===== src/rtl/dmem_arbiter.sv =====
// Two-requester arbiter (CPU, ext DMA/debug) for the shared single-port data memory.
// Define DMEM_ARB_RR_EN to replace fixed CPU priority and starvation counting with round-robin.
module dmem_arbiter #(
  parameter int unsigned MAX_WAIT = 4,
  parameter int unsigned LOCK_MAX = 8
) (
  input  logic        clk,
  input  logic        rst_n,
  input  logic        cpu_req,
  input  logic        cpu_we,
  input  logic [8:0]  cpu_addr,
  input  logic [15:0] cpu_wdata,
  output logic        cpu_gnt,
  output logic        cpu_rvalid,
  output logic [15:0] cpu_rdata,
  input  logic        ext_req,
  input  logic        ext_we,
  input  logic [8:0]  ext_addr,
  input  logic [15:0] ext_wdata,
  input  logic        ext_lock,
  output logic        ext_gnt,
  output logic        ext_rvalid,
  output logic [15:0] ext_rdata,
  output logic        mem_read,
  output logic        mem_write,
  output logic [8:0]  mem_addr,
  output logic [15:0] mem_write_data,
  input  logic [15:0] mem_read_data
);

  localparam logic [3:0] MAX_WAIT_C = 4'(MAX_WAIT);
  localparam logic [7:0] LOCK_MAX_C = 8'(LOCK_MAX);

  typedef enum logic [1:0] {OWN_NONE, OWN_CPU, OWN_EXT} owner_t;

  owner_t      owner_q, owner_d;
  logic        lock_prev_q, lock_prev_d;
  logic [3:0]  starve_q, starve_d;
  logic [7:0]  lock_cnt_q, lock_cnt_d;
  logic        locked;

`ifdef DMEM_ARB_RR_EN
  typedef enum logic {LAST_CPU, LAST_EXT} last_t;
  last_t last_q, last_d;
`endif

  // Grants are suppressed while reset is held so nothing reaches the memory.
  always_comb begin
    cpu_gnt = 1'b0;
    ext_gnt = 1'b0;
    locked  = (owner_q == OWN_EXT) && ext_req && lock_prev_q && (lock_cnt_q < LOCK_MAX_C);
    if (rst_n) begin
      if (locked) begin
        ext_gnt = 1'b1;
`ifdef DMEM_ARB_RR_EN
      end else if (cpu_req && ext_req) begin
        if (last_q == LAST_CPU) ext_gnt = 1'b1;
        else                    cpu_gnt = 1'b1;
`else
      end else if (ext_req && (starve_q == MAX_WAIT_C)) begin
        ext_gnt = 1'b1;
`endif
      end else if (cpu_req) begin
        cpu_gnt = 1'b1;
      end else if (ext_req) begin
        ext_gnt = 1'b1;
      end
    end
  end

  always_comb begin
    mem_read       = 1'b0;
    mem_write      = 1'b0;
    mem_addr       = '0;
    mem_write_data = '0;
    if (cpu_gnt) begin
      mem_write      = cpu_we;
      mem_read       = ~cpu_we;
      mem_addr       = cpu_addr;
      mem_write_data = cpu_wdata;
    end else if (ext_gnt) begin
      mem_write      = ext_we;
      mem_read       = ~ext_we;
      mem_addr       = ext_addr;
      mem_write_data = ext_wdata;
    end
  end

  always_comb begin
    owner_d     = OWN_NONE;
    lock_prev_d = ext_gnt & ext_lock;
    starve_d    = '0;
    lock_cnt_d  = '0;
    if (cpu_gnt) owner_d = OWN_CPU;
    if (ext_gnt) owner_d = OWN_EXT;
`ifndef DMEM_ARB_RR_EN
    if (ext_req && !ext_gnt)
      starve_d = (starve_q == MAX_WAIT_C) ? starve_q : starve_q + 4'd1;
`endif
    if (ext_gnt && ext_lock)
      lock_cnt_d = (lock_cnt_q == LOCK_MAX_C) ? lock_cnt_q : lock_cnt_q + 8'd1;
  end

`ifdef DMEM_ARB_RR_EN
  always_comb begin
    last_d = last_q;
    if (cpu_gnt) last_d = LAST_CPU;
    if (ext_gnt) last_d = LAST_EXT;
  end

  always_ff @(posedge clk or negedge rst_n) begin
    if (!rst_n) last_q <= LAST_CPU;
    else        last_q <= last_d;
  end
`endif

  always_ff @(posedge clk or negedge rst_n) begin
    if (!rst_n) begin
      owner_q     <= OWN_NONE;
      lock_prev_q <= 1'b0;
      starve_q    <= '0;
      lock_cnt_q  <= '0;
    end else begin
      owner_q     <= owner_d;
      lock_prev_q <= lock_prev_d;
      starve_q    <= starve_d;
      lock_cnt_q  <= lock_cnt_d;
    end
  end

  always_ff @(posedge clk or negedge rst_n) begin
    if (!rst_n) begin
      cpu_rvalid <= 1'b0;
      cpu_rdata  <= '0;
      ext_rvalid <= 1'b0;
      ext_rdata  <= '0;
    end else begin
      cpu_rvalid <= cpu_gnt & ~cpu_we;
      ext_rvalid <= ext_gnt & ~ext_we;
      if (cpu_gnt && !cpu_we) cpu_rdata <= mem_read_data;
      if (ext_gnt && !ext_we) ext_rdata <= mem_read_data;
    end
  end

endmodule

===== config.mk =====
export PLATFORM = sky130hd
export DESIGN_NAME = dmem_arbiter
export DESIGN_NICKNAME = d
export VERILOG_FILES = /design/src/rtl/dmem_arbiter.sv
export SDC_FILE = /design/constraint.sdc
export NUM_CORES = 1
export LEC_CHECK = 0
export CAP_MARGIN = 20
export CORE_MARGIN = 5
export CORE_UTILIZATION = 30
export DETAILED_ROUTE_END_ITERATION = 12
export PLACE_DENSITY = 0.76
export SLEW_MARGIN = 20
export SYNTH_ARGS = -nofsm -noshare
export SYNTH_HDL_FRONTEND = slang
export SYNTH_SLANG_ARGS = --single-unit

===== constraint.sdc =====
create_clock -name clk -period 2.7 [get_ports clk]
set_clock_uncertainty 0.15 [all_clocks]
set_input_delay 0.405 -clock clk [delete_from_list [all_inputs] [get_ports clk]]
set_output_delay 0.405 -clock clk [all_outputs]
set_load 0.1 [all_outputs]

Word-level counts from Yosys, hierarchy flattened
Index checks and enable logic that the tools add are counted.
- output and inout port bits: 63
- register bits: 49
- add/sub/neg operators: 2
- equality and inequality tests: 5
- order comparisons: 1
- reductions and logical operators: 11
- bitwise logic cells: 5
- mux-type cells: 23
- operator list (cell ; count):
    $mux W16 ; 2
    $mux W9 ; 2
    $mux W8 ; 2
    $mux W1 ; 14
    $add A8 B1 Y8 const B ; 1
    $eq A8 B4 Y1 const B ; 1
    $logic_and A1 B1 Y1 ; 8
    $lt A8 B4 Y1 const B ; 1
    $mux W4 ; 2
    $add A4 B1 Y4 const B ; 1
    $eq A4 B3 Y1 const B ; 1
    $ne A2 B2 Y1 const B ; 2
    $and A1 B1 Y1 ; 3
    $logic_not A1 Y1 ; 3
    $eq A2 B2 Y1 const B ; 1
    $mux W2 ; 1
    $not A1 Y1 ; 2

Logic depth before layout (Yosys ltp)
Gate-level depths: netlist of run 1.
- word-level depth: 9
- gate-level depth with buffers: 8
- gate-level depth less buffers: 6

Worst setup path before layout of run 1
No wires, ideal clock.
- path kind: register -> output
- start point: register starve_q[0]
- end point: output mem_addr[0]
- data arrival time: 2.852 ns
- data required time: 2.145 ns
- path slack: -0.707 ns
- stages on the path, launching flop included: 8
- path through: dfrtp_1 > inv_1 > ha_1 > nand3b_1 > o21ai_0 > nor3_2 > buf_2 > a22o_1
- RTL lines (item ; RTL line ; RTL):
    from (decl) ; 38 ; logic [3:0] starve_q, starve_d;
    from (signal assigned) ; 126 ; starve_q <= starve_d;
    $eq A4 B3 Y1 ; 60 ; end else if (ext_req && (starve_q == MAX_WAIT_C)) begin
    $logic_and A1 B1 Y1 ; 60 ;
    $mux W1 ; 60 ;
    $mux W1 ; 53 ; if (locked) begin
    $mux W1 ; 52 ; if (rst_n) begin
    via cpu_gnt ; 13 ; output logic cpu_gnt,
    $mux W9 ; 76 ; if (cpu_gnt) begin
    to (decl) ; 26 ; output logic [8:0] mem_addr,
The timed path passes the listed nets, and every way through them passes these cells.

Worst setup path in the final report of run 1
- start point: register lock_cnt_q[7]
- end point: output mem_write_data[4]
- longest elaborated chain between the ends: 6
- RTL lines (item ; RTL line ; RTL):
    from (decl) ; 39 ; logic [7:0] lock_cnt_q, lock_cnt_d;
    from (signal assigned) ; 127 ; lock_cnt_q <= lock_cnt_d;
    $lt A8 B4 Y1 * ; 51 ; locked = (owner_q == OWN_EXT) && ext_req && lock_prev_q && (lock_cnt_q < LOCK_MAX_C);
    $logic_and A1 B1 Y1 * ; 51 ;
    $mux W1 ; 53 ;
    $mux W1 ; 52 ;
    $mux W16 ; 81 ; end else if (ext_gnt) begin
    $mux W16 * ; 76 ;
    to (decl) ; 27 ; output logic [15:0] mem_write_data,
Mark *: on every way between the ends. The rest lies on a longest branch, timed or not.

==> impl_results.md, run 1 <==
* VDD IR-drop max at 300 uV
* Main synth FF type: dfrtp_1
* EDFF count, synth at 0
* Synth warnings at 0
* Critical Path AT at 2.27 ns
* Die width at 98.5 um
* Area contributors post-synth: dfrtp_1 (52%), mux2_2 (12%), a22o_1 (9.7%)
* Clk buf depth at 2
* Post-route cell area at 4510 um2
* First-pass GRT wire length at 11,300 um
* Finished Core Util at 58.7%
* Outcome: finished, violations left
* WHS at 0.104 ns
* Final Wtd Congestion at 0.727
* CTS tree: built
* Reg area at 1230 um2
* Fin crit share at 105%
* Cell Area, Synth at 2350 um2
* Cell variety after synth at 32
* Largest net degree at the start of global routing at 54
* Post-synth top cells: dfrtp_1 (49), a22o_1 (26), mux2_2 (25), nor2_1 (10)
* Area Overhead vs Synth at 92.1%
* Initial Util at 30.6%
* WS Path Type: reg2out
* Critical Path RT at 2.14 ns
* # setup viols final at 27
* Maximum clock frequency at 0.354 GHz
* Placed cell areas at 4250 um2
* Tightest Hold Check Type: in2async
* Leak pwr at 2.02 nW
* Max FO, Critical Path at 15
* HPWL Detailed at 5440 um
* Startpoint Class: flip-flop
* Worst slew margin at 56.7%
* Fin. max-slew vios at 0
* Port Buffers at 135
* Die height at 98.5 um
* Pwr Density at 706 nW/um2
* Final Hold Viols at 0
* Fillers at 598
* Routed len/inst at 16.1 um
* Layout cell share with drive strength beyond 1 at 48.7%
* First DRT Iteration DRCs at 68
* Failing checks: setup timing
* Skew-Pair Late Insertion Delay at 0.29 ns
* GR Util All Layers at 14.4%
* Clock Tree Root: clkbuf_8
* Cell taking the most area after synthesis: dfrtp_1
* Most frequent cell after synthesis: dfrtp_1
* Hold_buf cts at 0
* Rows at 32
* Post-synthesis sequential area ratio at 52.2%
* # DRC at 0
* Footprint of the multi-input gates at 1220 um2
* DR vias/cell at 4.66
* Syn_nets at 254
* Post-detailed-route count of antenna-violating nets at 0
* Antenna Cells at 0
* Clk slew on worst S/H paths at 0.09 ns
* Critical path capture point type: primary output
* RSZ-0062 raised after global routing: yes
* Worst-Margin Slew at 0.650 ns
* Max Cap Viol at 0
* Total wire length at 7020 um
* Area share of the largest cell type after synthesis at 52.2%
* Vias in the first global route at 2,299
* Fin worst setup slack at -0.122 ns
* Core ar. at 7690 um2
* Pre-CTS setup slack at -0.0493 ns
* Io pins at 136
* Post-layout net count at 411
* Number of CTS-inserted buffers at 5
* Synth Register Bits at 49
* Clk sinks at 49
* Via count at 2,035
* Mapped Avg Cell Area at 13.3 um2
* Pre-antenna DRT Iters at 4
* Post-layout minimum cycle time at 2.82 ns
* Initial antenna violation count at 0
* Htree depth at 2
* Full die area at 9700 um2
* Congestion Overflow GR at 0
* Synth Instances at 177
* Fraction of registers with async set/reset at 100%
[state kept, by name, summed over array words and instances (netlist names)]
name	flops
cpu_rvalid	1
owner_q	2
ext_rdata	16
cpu_rdata	16
lock_prev_q	1
lock_cnt_q	8
starve_q	4
ext_rvalid	1
[per-stage QoR]
step           instances  power, mW  TNS, ns
3_3_place_gp         416       2.66  -0.0977
6_report             437       3.19    -2.80
4_1_cts              431       3.22    -3.57
3_5_place_dp         416       2.68   -0.349
2_1_floorplan        177       2.16   -0.560
5_1_grt              437       3.29    -5.29
[cells by family after synthesis]
group                    share of synthesized area [%]
AND/OR/NAND/NOR                                   7.99
XOR/XNOR                                          3.35
buffers and inverters                             3.94
AO/OA/AOI/OAI                                     12.9
flip-flops                                        52.2
multiplexers                                      17.5
adder cells (fa/ha/maj)                           2.13
[cell type report]
cell class	count	area share (%)
clock buffers	5	1.52
flip-flops and latches	49	27.2
inverters	8	0.665
clock inverters	3	0.970
repair buffers	157	39.8
well taps	102	2.83
multi-input cells	113	27.0
[metal layers]
layer,vias up,routed length [um],GRT usage [%]
li1,963,-,-
met1,990,2570,15.5
met3,0,670,6.65
met2,82,3780,26.8
met5,-,0,0
met4,0,0,1.58
[cell usage in the layout (no fill, tap or decap), drive strengths merged, types with 3 or more instances in the layout]
cell type,netlist,layout
mux2,33,33
a22o,26,26
clkdlybuf4s50,0,71
clkbuf,0,5
inv,8,9
nor3,7,7
nand2,4,4
nand3,3,3
buf,7,86
nor2,10,10
ha,4,4
dfrtp,49,49
xnor2,7,7
[worst max-delay path: stages (launching register included)]
cell     delay [ns]
dfrtp_1        0.40
or4_4          0.57
nor3_4         0.20
buf_6          0.14
nor3_4         0.05
buf_12         0.16
a22o_2         0.28
buf_12         0.17
[power by group]
group | internal [mW] | switching, mW | total, mW
Clock | 0.278 | 0.242 | 0.519
Sequential | 0.849 | 0.0634 | 0.912
Combinational | 0.518 | 1.24 | 1.75
Total | 1.64 | 1.54 | 3.19
[what timing repair did]
action                                  CTS  global route
setup buffers                             7             6
gates resized for setup                   4             5
endpoints found under the hold margin     0             0
endpoints found under the setup margin   29            29
cloned                                    1             0
pin swaps                                 5             9
[path summary, 6_finish.rpt]
check,start,end,slack [ns],cells past startpoint
min in group clk,cpu_rdata[5],cpu_rdata[5],0.36,1
max,lock_cnt_q[7],mem_write_data[4],-0.12,7
min reg2reg,cpu_rdata[5],cpu_rdata[5],0.36,1
min,rst_n,lock_cnt_q[6],0.10,2
max in group asynchronous,rst_n,cpu_rdata[3],1.86,2
max reg2reg,lock_cnt_q[7],ext_rdata[8],0.30,8
Power figures use the tool's default switching activity.
==> inputs of run 2 (changes only) <==
- HOLD_SLACK_MARGIN: default -> 0.05
- PLACE_DENSITY: 0.76 -> 0.7
- TNS_END_PERCENT: default -> 50
==> impl_results.md, run 2 (synthesis gave the netlist of run 1 again) <==
* Outcome: finished, violations left
* Failing checks: setup timing
* # setup viols final at 28
* Most frequent cells in the layout: clkdlybuf4s50_1 (71), buf_4 (55), dfrtp_1 (49), buf_12 (32), mux2_2 (25)
* Skew-Pair Late Insertion Delay at 0.31 ns
* Critical Path AT at 2.30 ns
* Startpoint Class: flip-flop
* Die height at 98.5 um
* Maximum clock frequency at 0.350 GHz
* Clock Tree Root: clkbuf_8
* Full die area at 9700 um2
* Die width at 98.5 um
* WHS at 0.151 ns
* Final Hold Viols at 0
* Hold_buf cts at 0
* Via count at 2,031
* First DRT Iteration DRCs at 38
* GR Util All Layers at 15.3%
* Regs by FF count: cpu_rdata: 16 flops, ext_rdata: 16 flops, lock_cnt_q: 8 flops
* Clk sinks at 49
* VDD IR-drop max at 581 uV
* DR vias/cell at 4.56
* Total power at 3.14 mW
* Pre-CTS setup slack at -0.0443 ns
* Pwr Density at 690 nW/um2
* Reg area at 1230 um2
* Initial antenna violation count at 0
* Htree depth at 2
* Max Cap Viol at 0
* RSZ-0062 raised after global routing: yes
* Clk buf depth at 2
* Area Overhead vs Synth at 93.8%
* Inst Count DP at 423
* Post-detailed-route count of antenna-violating nets at 0
* Routed len/inst at 17.3 um
* Max FO, Critical Path at 7
* Footprint of the multi-input gates at 1220 um2
* HPWL Detailed at 5820 um
* Port Buffers at 135
* Final Wtd Congestion at 0.814
* Total wire length at 7680 um
* Post-layout net count at 419
* Largest net degree at the start of global routing at 54
* Core ar. at 7690 um2
* Io pins at 136
* Layout cell share with drive strength beyond 1 at 49.0%
* Pre-antenna DRT Iters at 4
* Worst slew margin at 55.6%
* Number of CTS-inserted buffers at 5
* Fin. max-slew vios at 0
* Worst-Margin Slew at 0.666 ns
* Final std cells w/o fill at 445
* Critical path capture point type: primary output
* Leak pwr at 2.05 nW
* Fin worst setup slack at -0.157 ns
* # DRC at 0
* Vias in the first global route at 2,174
* First-pass GRT wire length at 12,000 um
* Tightest Hold Check Type: in2async
* Congestion Overflow GR at 0
* Post-layout minimum cycle time at 2.86 ns
* Fin crit share at 106%
* Clk slew on worst S/H paths at 0.10 ns
* CTS tree: built
* Commonest non-fill, non-tap cell in the layout: clkdlybuf4s50_1
* Antenna Cells at 0
* Initial Util at 30.6%
* WS Path Type: reg2out
* Critical Path RT at 2.14 ns
* Rows at 32
* Fillers at 620
run 2: cell types whose count changed in the layout (fill, tap and decap cells not counted):
cell,delta
a22o_1,+2
a22o_2,-2
buf_12,-1
buf_4,+7
buf_6,+2
bufinv_16,-1
clkinv_2,-1
clkinvlp_4,+2
ha_1,+1
ha_2,-1
inv_6,-1
inv_8,+1
o21a_2,-1
o21a_4,+1
run 2: report_power, final:
group / switching (mW) / internal [mW] / total (mW)
Sequential: 0.0657 / 0.849 / 0.914
Combinational: 1.25 / 0.526 / 1.77
Clock: 0.267 / 0.189 / 0.456
Total: 1.58 / 1.56 / 3.14
run 2: critical path: stages, from the launching register on:
cell and delay, ns:
dfrtp_1 0.40, or4_4 0.57, nor3_4 0.22, buf_6 0.15
nor3_4 0.05, buf_6 0.15, a22o_2 0.28, buf_12 0.17
run 2: per-stage QoR:
step	cell area, um2	util [%]	setup TNS [ns]
after floorplan	2480	-	-2.56
after global placement	4240	55.2	-0.00649
after detailed placement	4240	55.2	-0.464
after CTS	4420	57.5	-4.65
after global routing	4550	59.2	-6.11
final	4550	59.2	-3.62
run 2: layout make-up:
cell class / count / area share [%]
timing repair buffer: 165 / 40.7
sequential: 49 / 26.9
multi-input combinational: 113 / 26.8
tap: 102 / 2.80
clock buffer: 5 / 1.51
inverter: 8 / 0.660
clock inverter: 3 / 0.577
run 2: final timing paths:
| check | from | endpoint | slack, ns | depth (start not counted) |
|---|---|---|---|---|
| setup reg to reg | lock_cnt_q[7] | ext_rdata[6] | 0.38 | 7 |
| min in group clk | cpu_rdata[4] | cpu_rdata[4] | 0.37 | 1 |
| hold / removal | rst_n | ext_rdata[13] | 0.15 | 2 |
| max in group asynchronous | rst_n | starve_q[0] | 1.81 | 2 |
| setup / recovery | lock_cnt_q[7] | mem_write_data[6] | -0.16 | 7 |
| hold reg to reg | cpu_rdata[4] | cpu_rdata[4] | 0.37 | 1 |
run 2: metal layers:
metal | GRT usage (%) | vias up | routed length, um | share of wire [%]
met4 | 2.63 | 0 | 57 | 0.74
met1 | 19.1 | 1012 | 3070 | 40
met2 | 27.0 | 43 | 4250 | 55
met5 | 0 | - | 0 | 0
met3 | 3.82 | 4 | 307 | 4.0
li1 | - | 972 | - | -
run 2: what timing repair did:
item / 4_1_cts / 5_1_grt
gates cloned: 1 / 1
buffers inserted: 5 / 7
pin swaps: 9 / 12
resized for setup: 6 / 12
setup endpoints to repair: 27 / 29
==> inputs of run 3 (changes only) <==
- MAX_ROUTING_LAYER: default -> met4
==> impl_results.md, run 3 (synthesis gave the netlist of run 1 again) <==
* Outcome: finished, violations left
* Failing checks: setup timing
* Final Hold Viols at 0
* Tightest Hold Check Type: in2async
* Via count at 2,030
* Post-layout minimum cycle time at 2.86 ns
* M2 GR Usage at 27.1%
* Post-detailed-route count of antenna-violating nets at 0
* Area Overhead vs Synth at 93.8%
* Fin worst setup slack at -0.155 ns
* Regs by FF count: cpu_rdata: 16 flops, ext_rdata: 16 flops, lock_cnt_q: 8 flops
* Critical path capture point type: primary output
* Critical Path AT at 2.30 ns
* RSZ-0062 raised after global routing: yes
* Fin Setup TNS at -3.58 ns
* Routed len/inst at 17.2 um
* R2R Setup Slk at 0.38 ns
* Die width at 98.5 um
* Pwr Density at 690 nW/um2
* Total wire length at 7670 um
* Maximum clock frequency at 0.350 GHz
* GR peak layer: met2
* Antenna Cells at 0
* Initial antenna violation count at 0
* Worst slew margin at 56.3%
* Max Cap Viol at 0
* Reg-to-Reg Start: lock_cnt_q[7]
* Number of CTS-inserted buffers at 5
* Congestion Overflow GR at 0
* First DRT Iteration DRCs at 43
* Clk sinks at 49
* Vias in the first global route at 2,179
* Largest net degree at the start of global routing at 54
* GR Util All Layers at 15.7%
* Comb power frac at 56.4%
* Fin. max-slew vios at 0
* Internal power at 1.56 mW
* # setup viols final at 28
* Core ar. at 7690 um2
* WS Path Type: reg2out
* # DRC at 0
* Fin crit share at 106%
* WHS at 0.146 ns
* Clk pwr share at 14.5%
* Commonest non-fill, non-tap cell in the layout: clkdlybuf4s50_1
* HPWL Detailed at 5820 um
* Skew-Pair Late Insertion Delay at 0.31 ns
* Clk buf depth at 2
* Leak pwr at 2.05 nW
* Reg power frac at 29.1%
* Max FO, Critical Path at 7
* Switching share of power at 50.3%
* Port Buffers at 135
* Rows at 32
* Initial Util at 30.6%
* Htree depth at 2
* R2r endpoint: ext_rdata[5]
* Post-layout net count at 419
* CTS tree: built
* Layout cell share with drive strength beyond 1 at 49.0%
* First-pass GRT wire length at 11,900 um
* Critical Path RT at 2.14 ns
* Startpoint Class: flip-flop
* Met3 usage at 2.69%
* Cells on worst reg2reg path at 7
* Fillers at 620
* Most frequent cells in the layout: clkdlybuf4s50_1 (71), buf_4 (55), dfrtp_1 (49), buf_12 (32), mux2_2 (25)
* Hold_buf cts at 0
* Io pins at 136
* Clock Tree Root: clkbuf_8
* VDD IR-drop max at 582 uV
* Die height at 98.5 um
* NetSw at 1.58 mW
* Clk slew on worst S/H paths at 0.10 ns
* DR vias/cell at 4.56
* Final Wtd Congestion at 0.826
* Worst-Margin Slew at 0.656 ns
* Pre-antenna DRT Iters at 4
* Full die area at 9700 um2
* GR Util met1 at 19.8%
[run 3: cell counts in the layout (fill, tap and decap cells not counted)]
Identical to the previous run, type by type.
[run 3: worst max-delay path by stage]
stage	slack, ns	to	start
2_1_floorplan	-0.19	mem_addr[8]	lock_cnt_q[7]
4_1_cts	-0.19	mem_write_data[8]	lock_cnt_q[7]
6_report	-0.16	mem_write_data[6]	lock_cnt_q[7]
3_3_place_gp	-0.002	mem_write_data[8]	ext_req
3_5_place_dp	-0.04	mem_write_data[7]	ext_req
5_1_grt	-0.24	mem_write_data[6]	lock_cnt_q[7]
[run 3: timing repair]
item                       CTS  global route
cloned                       1             1
pin swaps                    9            12
gates resized for setup      6            12
buffers inserted             5             7
setup endpoints to repair   27            29
[run 3: stage by stage]
step	setup slack [ns]	instances	power [mW]	cell area, um2	utilization (%)
4_1_cts	-0.189	437	3.15	4420	57.5
3_3_place_gp	-0.00160	423	2.67	4240	55.2
6_report	-0.155	445	3.14	4550	59.2
5_1_grt	-0.245	445	3.26	4550	59.2
3_5_place_dp	-0.0443	423	2.67	4240	55.2
2_1_floorplan	-0.189	177	2.15	2480	-
[run 3: power groups by stage]
stage                     Combinational [mW]  Sequential, mW  Clock [mW]
after global placement                  1.74           0.925           0
after global routing                    1.82           0.930       0.507
after floorplan                        0.429            1.72           0
after CTS                               1.76           0.916       0.477
after detailed placement                1.75           0.927           0
final                                   1.77           0.914       0.457
[run 3: final cells by class]
| cell class | count | area, um2 | area share (%) |
|---|---|---|---|
| Multi-Input combinational cell | 113 | 1220 | 26.8 |
| Inverter | 8 | 30.0 | 0.660 |
| Clock inverter | 3 | 26.3 | 0.577 |
| Sequential cell | 49 | 1230 | 26.9 |
| Timing Repair Buffer | 165 | 1850 | 40.7 |
| Tap cell | 102 | 128 | 2.80 |
| Clock buffer | 5 | 68.8 | 1.51 |
[run 3: layer usage]
metal / up-vias / wire length, um / share of wire, %
met1: 1016 / 3150 / 41
met5: - / 0 / 0
li1: 972 / - / -
met2: 38 / 4270 / 56
met3: 4 / 183 / 2.4
met4: 0 / 57 / 0.74
[run 3: worst max-delay path, cell delays in order (launching register included)]
cell	delay [ns]
dfrtp_1	0.41
or4_4	0.57
nor3_4	0.22
buf_6	0.15
nor3_4	0.05
buf_6	0.15
a22o_2	0.28
buf_12	0.17
